File: config.mk
export PLATFORM = sky130hd
export DESIGN_NAME = hero_motion_flat
export DESIGN_NICKNAME = d
export VERILOG_FILES = /design/src/rtl/hero_motion_pkg.sv /design/src/rtl/hero_motion_if.sv /design/src/rtl/hero_region.sv /design/src/rtl/hero_motion.sv /design/src/flat_wrapper.sv
export SDC_FILE = /design/constraint.sdc
export NUM_CORES = 1
export LEC_CHECK = 0
export CORE_AREA = 2 2 97 99
export CTS_BUF_LIST = sky130_fd_sc_hd__clkbuf_16
export DETAILED_ROUTE_END_ITERATION = 7
export DIE_AREA = 0 0 99 101
export HOLD_SLACK_MARGIN = 0.15
export PLACE_DENSITY = 0.76
export SETUP_SLACK_MARGIN = 0.02
export SLEW_MARGIN = 25
export SYNTH_ARGS = -nofsm -noshare
export SYNTH_HDL_FRONTEND = slang
export SYNTH_SLANG_ARGS = --single-unit
File: constraint.sdc
create_clock -name clk -period 3.7 [get_ports clk]
set_input_delay 0.555 -clock clk [delete_from_list [all_inputs] [get_ports clk]]
set_output_delay 0.555 -clock clk [all_outputs]
set_load 0.005 [all_outputs]
File: src/rtl/hero_motion_pkg.sv
// rtl/hero_motion_pkg.sv - shared constants, FSM states and step helper for hero movement
package hero_motion_pkg;

  localparam int COORD_W   = 10;
  localparam int REGION_W  = 16;
  localparam int STEP      = 2;
  localparam int HERO_W    = 16;
  localparam int HERO_H    = 16;
  localparam int X_START   = 32;
  localparam int Y_START   = 32;
  localparam int X_MAX     = 639;
  localparam int Y_MAX     = 479;
  localparam int CELL      = 160;
  localparam int GRID_COLS = 4;
  localparam int GRID_ROWS = 3;

  localparam logic [COORD_W-1:0] X_LIMIT = COORD_W'(X_MAX - HERO_W + 1);
  localparam logic [COORD_W-1:0] Y_LIMIT = COORD_W'(Y_MAX - HERO_H + 1);

  typedef enum logic [1:0] {
    ST_IDLE  = 2'd0,
    ST_CHK_X = 2'd1,
    ST_CHK_Y = 2'd2
  } state_e;

  // One axis step: inc/dec together or neither leaves the position alone.
  function automatic logic [COORD_W-1:0] step_coord(
    input logic [COORD_W-1:0] pos,
    input logic               inc,
    input logic               dec,
    input logic [COORD_W-1:0] limit
  );
    logic [COORD_W:0] sum;
    sum = {1'b0, pos} + (COORD_W+1)'(STEP);
    if (inc && !dec)
      step_coord = (sum > {1'b0, limit}) ? limit : sum[COORD_W-1:0];
    else if (dec && !inc)
      step_coord = (pos < COORD_W'(STEP)) ? '0 : pos - COORD_W'(STEP);
    else
      step_coord = pos;
  endfunction

endpackage

File: src/rtl/hero_motion_if.sv
// rtl/hero_motion_if.sv - control, collision and position signals between hero_motion and its neighbours
interface hero_motion_if;
  import hero_motion_pkg::*;

  logic                tick;
  logic                btn_left;
  logic                btn_right;
  logic                btn_up;
  logic                btn_down;
  logic                coll;
  logic [REGION_W-1:0] active;
  logic [COORD_W-1:0]  hero_x;
  logic [COORD_W-1:0]  hero_y;
  logic [1:0]          blocked;
  logic                busy;

  modport master (
    output tick, btn_left, btn_right, btn_up, btn_down, coll,
    input  active, hero_x, hero_y, blocked, busy
  );

  modport slave (
    input  tick, btn_left, btn_right, btn_up, btn_down, coll,
    output active, hero_x, hero_y, blocked, busy
  );

endinterface

File: src/rtl/hero_region.sv
// rtl/hero_region.sv - maps a sprite top-left position to its one-hot playfield region by centre point
module hero_region
  import hero_motion_pkg::*;
(
  input  logic [COORD_W-1:0]  x_i,
  input  logic [COORD_W-1:0]  y_i,
  output logic [REGION_W-1:0] region_o
);

  logic [COORD_W:0] cx;
  logic [COORD_W:0] cy;
  logic [1:0]       col;
  logic [1:0]       row;
  logic [3:0]       idx;

  // Compare chains stand in for divide-by-CELL; row clamps so bits 12..15 stay clear.
  always_comb begin
    cx = {1'b0, x_i} + (COORD_W+1)'(HERO_W / 2);
    cy = {1'b0, y_i} + (COORD_W+1)'(HERO_H / 2);
    if (cx >= (COORD_W+1)'(3 * CELL))      col = 2'd3;
    else if (cx >= (COORD_W+1)'(2 * CELL)) col = 2'd2;
    else if (cx >= (COORD_W+1)'(CELL))     col = 2'd1;
    else                                   col = 2'd0;
    if (cy >= (COORD_W+1)'((GRID_ROWS - 1) * CELL)) row = 2'd2;
    else if (cy >= (COORD_W+1)'(CELL))              row = 2'd1;
    else                                            row = 2'd0;
    idx      = 4'(row) * 4'(GRID_COLS) + 4'(col);
    region_o = REGION_W'(1) << idx;
  end

endmodule

File: src/rtl/hero_motion.sv
// rtl/hero_motion.sv - per-tick hero movement: check x then y candidate region, commit only if clear
module hero_motion
  import hero_motion_pkg::*;
(
  input  logic          clk,
  input  logic          rst_n,
  hero_motion_if.slave  bus
);

  state_e              state_q;
  logic [COORD_W-1:0]  hero_x_q, hero_y_q;
  logic [COORD_W-1:0]  cand_x_q, cand_x_d;
  logic [COORD_W-1:0]  cand_y_q, cand_y_d;
  logic [COORD_W-1:0]  x_commit;
  logic                x_req_q, y_req_q;
  logic [REGION_W-1:0] active_q, region_x, region_y;
  logic [1:0]          blocked_q;
  logic                busy_q;

  always_comb begin
    cand_x_d = step_coord(hero_x_q, bus.btn_right, bus.btn_left, X_LIMIT);
    cand_y_d = step_coord(hero_y_q, bus.btn_down, bus.btn_up, Y_LIMIT);
    // The y check must see the x position as it will be after this frame's x decision.
    x_commit = bus.coll ? hero_x_q : cand_x_q;
  end

  hero_region u_region_x (.x_i(cand_x_d), .y_i(hero_y_q), .region_o(region_x));
  hero_region u_region_y (.x_i(x_commit), .y_i(cand_y_d), .region_o(region_y));

  always_ff @(posedge clk) begin
    if (!rst_n) begin
      state_q   <= ST_IDLE;
      hero_x_q  <= COORD_W'(X_START);
      hero_y_q  <= COORD_W'(Y_START);
      cand_x_q  <= '0;
      cand_y_q  <= '0;
      x_req_q   <= 1'b0;
      y_req_q   <= 1'b0;
      active_q  <= '0;
      blocked_q <= 2'b00;
      busy_q    <= 1'b0;
    end else begin
      blocked_q <= 2'b00;
      case (state_q)
        ST_IDLE: begin
          if (bus.tick) begin
            cand_x_q <= cand_x_d;
            x_req_q  <= bus.btn_left ^ bus.btn_right;
            active_q <= region_x;
            busy_q   <= 1'b1;
            state_q  <= ST_CHK_X;
          end
        end
        ST_CHK_X: begin
          if (!bus.coll) hero_x_q <= cand_x_q;
          blocked_q[0] <= bus.coll & x_req_q;
          cand_y_q     <= cand_y_d;
          y_req_q      <= bus.btn_up ^ bus.btn_down;
          active_q     <= region_y;
          state_q      <= ST_CHK_Y;
        end
        ST_CHK_Y: begin
          if (!bus.coll) hero_y_q <= cand_y_q;
          blocked_q[1] <= bus.coll & y_req_q;
          active_q     <= '0;
          busy_q       <= 1'b0;
          state_q      <= ST_IDLE;
        end
        default: begin
          active_q <= '0;
          busy_q   <= 1'b0;
          state_q  <= ST_IDLE;
        end
      endcase
    end
  end

  assign bus.active  = active_q;
  assign bus.hero_x  = hero_x_q;
  assign bus.hero_y  = hero_y_q;
  assign bus.blocked = blocked_q;
  assign bus.busy    = busy_q;

endmodule
File: src/flat_wrapper.sv
// flat-port wrapper written by rule: the top's interface ports become plain ports
module hero_motion_flat import hero_motion_pkg::*;
  (clk, rst_n, bus_tick, bus_btn_left, bus_btn_right, bus_btn_up, bus_btn_down, bus_coll, bus_active, bus_hero_x, bus_hero_y, bus_blocked, bus_busy);
  hero_motion_if bus_i ();
  input  logic clk;
  input  logic rst_n;
  input wire logic [$bits(bus_i.tick)-1:0] bus_tick;
  input wire logic [$bits(bus_i.btn_left)-1:0] bus_btn_left;
  input wire logic [$bits(bus_i.btn_right)-1:0] bus_btn_right;
  input wire logic [$bits(bus_i.btn_up)-1:0] bus_btn_up;
  input wire logic [$bits(bus_i.btn_down)-1:0] bus_btn_down;
  input wire logic [$bits(bus_i.coll)-1:0] bus_coll;
  output wire logic [$bits(bus_i.active)-1:0] bus_active;
  output wire logic [$bits(bus_i.hero_x)-1:0] bus_hero_x;
  output wire logic [$bits(bus_i.hero_y)-1:0] bus_hero_y;
  output wire logic [$bits(bus_i.blocked)-1:0] bus_blocked;
  output wire logic [$bits(bus_i.busy)-1:0] bus_busy;
  assign bus_i.tick = bus_tick;
  assign bus_i.btn_left = bus_btn_left;
  assign bus_i.btn_right = bus_btn_right;
  assign bus_i.btn_up = bus_btn_up;
  assign bus_i.btn_down = bus_btn_down;
  assign bus_i.coll = bus_coll;
  assign bus_active = bus_i.active;
  assign bus_hero_x = bus_i.hero_x;
  assign bus_hero_y = bus_i.hero_y;
  assign bus_blocked = bus_i.blocked;
  assign bus_busy = bus_i.busy;
  hero_motion u_core (.clk(clk), .rst_n(rst_n), .bus(bus_i));
endmodule
==> results.yml <==
sta:
  max-slew-margin-rel_pct: 48.4
  min_period_ns: 3.54
  finalCritPeriodShare_pct: 95.7
  final_max_slew_viol_count: 0
  holdWs_ns: 0.450
  hold_violations: 0
  fmax_mhz: 282
  rsz0062_at_grt: "false"
  final.setup.worst_slack_ns: 0.158
  setup_viol: 0
  worst_pin_slew_ns: 0.766
  fin_worst_skew_ns: 0.00636
setup_path:
  path_cells: "buf_4, and2_4, or4_4, a31oi_4, mux2i_4, buf_6, a21o_1, ha_4, nand2_2, o41a_1, a31oi_4, o21bai_2, nand2b_4, o21ai_1"
  cp.arrival_ns: 3.81
  cp_slowest_cell: "or4_4"
  crit_type: "register to register"
  crit_top_cell: "a31oi_4"
  rrSetupSlack_ns: 0.16
  critPathRequiredTime_ns: 3.97
  start_kind: "register"
  crit_path_max_fanout: 8
  max_stage_delay_ns: 0.49
  worstSetupEndpointType: "register"
  r2r_cells: 14
finish:
  fin_nets: 716
  area_growth_pct: 34.8
  drive_above_1_share_pct: 22.9
  diodes: 0
  final_cell_area_mm2: 0.00616
  final_core_util_pct: 68.6
logic_synthesis:
  synth_edf_count: 0
  synth-seq-cells: 63
  async_flop_share_pct: 0
  synth.avg_cell_area_um2: 7.72
  synth_area_leader_cell: "dfxtp_1"
  synthesis.instances: 592
  seq_area_frac_synth_pct: 27.6
  syn-cell-area_mm2: 0.00457
  synth_ff_type: "dfxtp_1"
  syn_nets: 614
  synth_area_leaders: "dfxtp_1 (28%), nand2_1 (6.6%), ha_1 (3.8%)"
  yosysUniqueCellTypes: 84
  synth_warnings: 0
  synth_top_area_share_pct: 27.6
global_routing:
  grt_antenna_before_repair: 0
  grt_pass1_wl_mm: 22.4
  grt_max_degree: 50
  grtUsageTotal_pct: 27.5
  grt_pass1_vias: 4523
  overflow: 0
drt:
  vias: 4913
  wirelength_mm: 13.7
  viasPerCell: 6.07
  drt_pre_antenna_iters: 5
  remaining_drc_errors: 0
  post_drt_wl_per_cell_um: 16.9
  ant_nets: 0
  dr.first_iter.drc_count: 315
power_and_ir_drop:
  vdd_drop_max_mv: 0.266
  p_leak_nw: 2.37
  fin_total_pwr_mw: 1.90
  p_per_area_mw_per_mm2: 308
clocking:
  clock-sinks: 63
  clk_latency_ns: 0.33
  clk_pin_slew_ns: 0.05
  hold_buffers: 0
  root_buffer: "clkbuf_16"
  cts.path.max_buffers: 2
  cts_tree: "built"
  htreeDepth: 3
  numCtsBuffers: 9
hold_path:
  whs_path_depth: 2
  hold_path_class: "register to register"
die:
  rows: 35
  die_h_um: 101
  start_util_pct: 50.9
  fp.dieW_um: 99
  ios: 47
  die-area_mm2: 0.0100
  core_area_mm2: 0.00898
place:
  place_ws_ns: -0.341
  place_area_mm2: 0.00564
  placement.io_buffers: 46
  gp_congestion: 0.973
  dpl.hpwl_mm: 10.2
job:
  cap_viol_max_count: 0
run_status:
  status: "finished clean"
sequential cells by signal, indices dropped and copies added (netlist names):
register and count:
u_core.bus.busy 1, u_core.bus.active 16, u_core.y_req_q 1, u_core.cand_x_q 10, u_core.bus.hero_x 10, u_core.cand_y_q 10, u_core.x_req_q 1, u_core.bus.hero_y 10
u_core.bus.blocked 2, u_core.state_q 2
layout by cell type (no fill, tap or decap), types with 6 or more instances in the layout:
master / count
inv_1: 23
and2_1: 12
or3_1: 9
and3_1: 6
a21boi_0: 19
a21oi_1: 17
dfxtp_1: 60
or4_1: 7
mux2i_1: 11
nand4_1: 9
clkdlybuf4s50_1: 44
nor4_1: 6
nand3_1: 17
nand2b_1: 6
nor3_1: 10
o211ai_1: 12
buf_4: 84
a31oi_1: 7
clkbuf_16: 9
o21ai_0: 23
nor2b_1: 17
xor2_1: 7
xnor2_1: 8
ha_1: 9
o211a_1: 9
nor2_1: 31
nand2_1: 79
o21ai_1: 13
cells by family (layout without fill, tap and decap cells):
| kind of cell | after synthesis | count (layout) | synth area share [%] |
|---|---|---|---|
| buf+inv | 64 | 171 | 5.64 |
| xor+xnor | 16 | 16 | 3.07 |
| flops | 63 | 63 | 27.6 |
| compound gates | 171 | 171 | 27.5 |
| simple gates | 248 | 248 | 28.7 |
| mux | 16 | 16 | 3.70 |
| fa+ha+maj | 14 | 14 | 3.83 |
path summary, 6_finish.rpt:
path,from,to
max,u_core.bus.hero_x[2],u_core.bus.active[7]
max reg2reg,u_core.bus.hero_x[2],u_core.bus.active[7]
min,u_core.x_req_q,u_core.bus.blocked[0]
min reg2reg,u_core.x_req_q,u_core.bus.blocked[0]
Yosys cell counts (5+ instances only):
| cell type | count |
|---|---|
| ha_1 | 14 |
| o211a_1 | 9 |
| nor2_1 | 32 |
| mux2i_1 | 11 |
| nor3_1 | 13 |
| a31oi_1 | 8 |
| nand2b_1 | 7 |
| nand3_1 | 18 |
| dfxtp_1 | 63 |
| inv_1 | 23 |
| buf_2 | 5 |
| o21ai_0 | 24 |
| or4_1 | 9 |
| nor2b_1 | 18 |
| nand2_1 | 80 |
| and3_1 | 6 |
| o21ai_1 | 12 |
| o211ai_1 | 12 |
| and2_1 | 12 |
| xor2_1 | 7 |
| xnor2_1 | 9 |
| a21oi_1 | 19 |
| nand4_1 | 9 |
| o31ai_1 | 5 |
| or3_1 | 11 |
| a21boi_0 | 20 |
| clkbuf_1 | 33 |
| nor4_1 | 6 |
timing repair:
item / in CTS / in global routing
setup buffers: 0 / 3
endpoints found under the setup margin: 12 / 12
gates cloned: 0 / 0
pin swaps: 0 / 13
gates resized for setup: 6 / 39
routing by layer:
| metal | global-route usage, % | share of wire (%) | vias to the layer above |
|---|---|---|---|
| li1 | - | - | 2378 |
| met1 | 37.5 | 46 | 2342 |
| met2 | 45.1 | 47 | 174 |
| met3 | 6.24 | 6.3 | 19 |
| met4 | 5.06 | 1.0 | 0 |
| met5 | 0 | 0 | - |
worst max-delay path: cells and delay by family, from the launching register on:
| kind | cells | cell delay (ns) |
|---|---|---|
| compound gates | 6 | 1.37 |
| simple gates | 4 | 0.91 |
| flops | 1 | 0.34 |
| buf+inv | 2 | 0.33 |
| mux | 1 | 0.33 |
| fa+ha+maj | 1 | 0.19 |
per-stage QoR:
stage	setup TNS, ns	std cells
2_1_floorplan	0	592
3_3_place_gp	-2.15	791
3_5_place_dp	-3.40	791
4_1_cts	0	807
5_1_grt	0	810
6_report	0	810
report_power, final:
group | internal (mW) | total [mW] | switching, mW
Clock | 0.521 | 0.836 | 0.314
Combinational | 0.160 | 0.340 | 0.180
Sequential | 0.702 | 0.721 | 0.0194
Total | 1.38 | 1.90 | 0.514
area by class of cell:
class,count,area [um2]
fillers,747,2820
inverters,23,86.3
multi-input cells,465,3250
well taps,111,139
clock buffers,9,225
clock inverters,7,72.6
flip-flops and latches,63,1260
repair buffers,132,1120
Power figures use the tool's default switching activity.
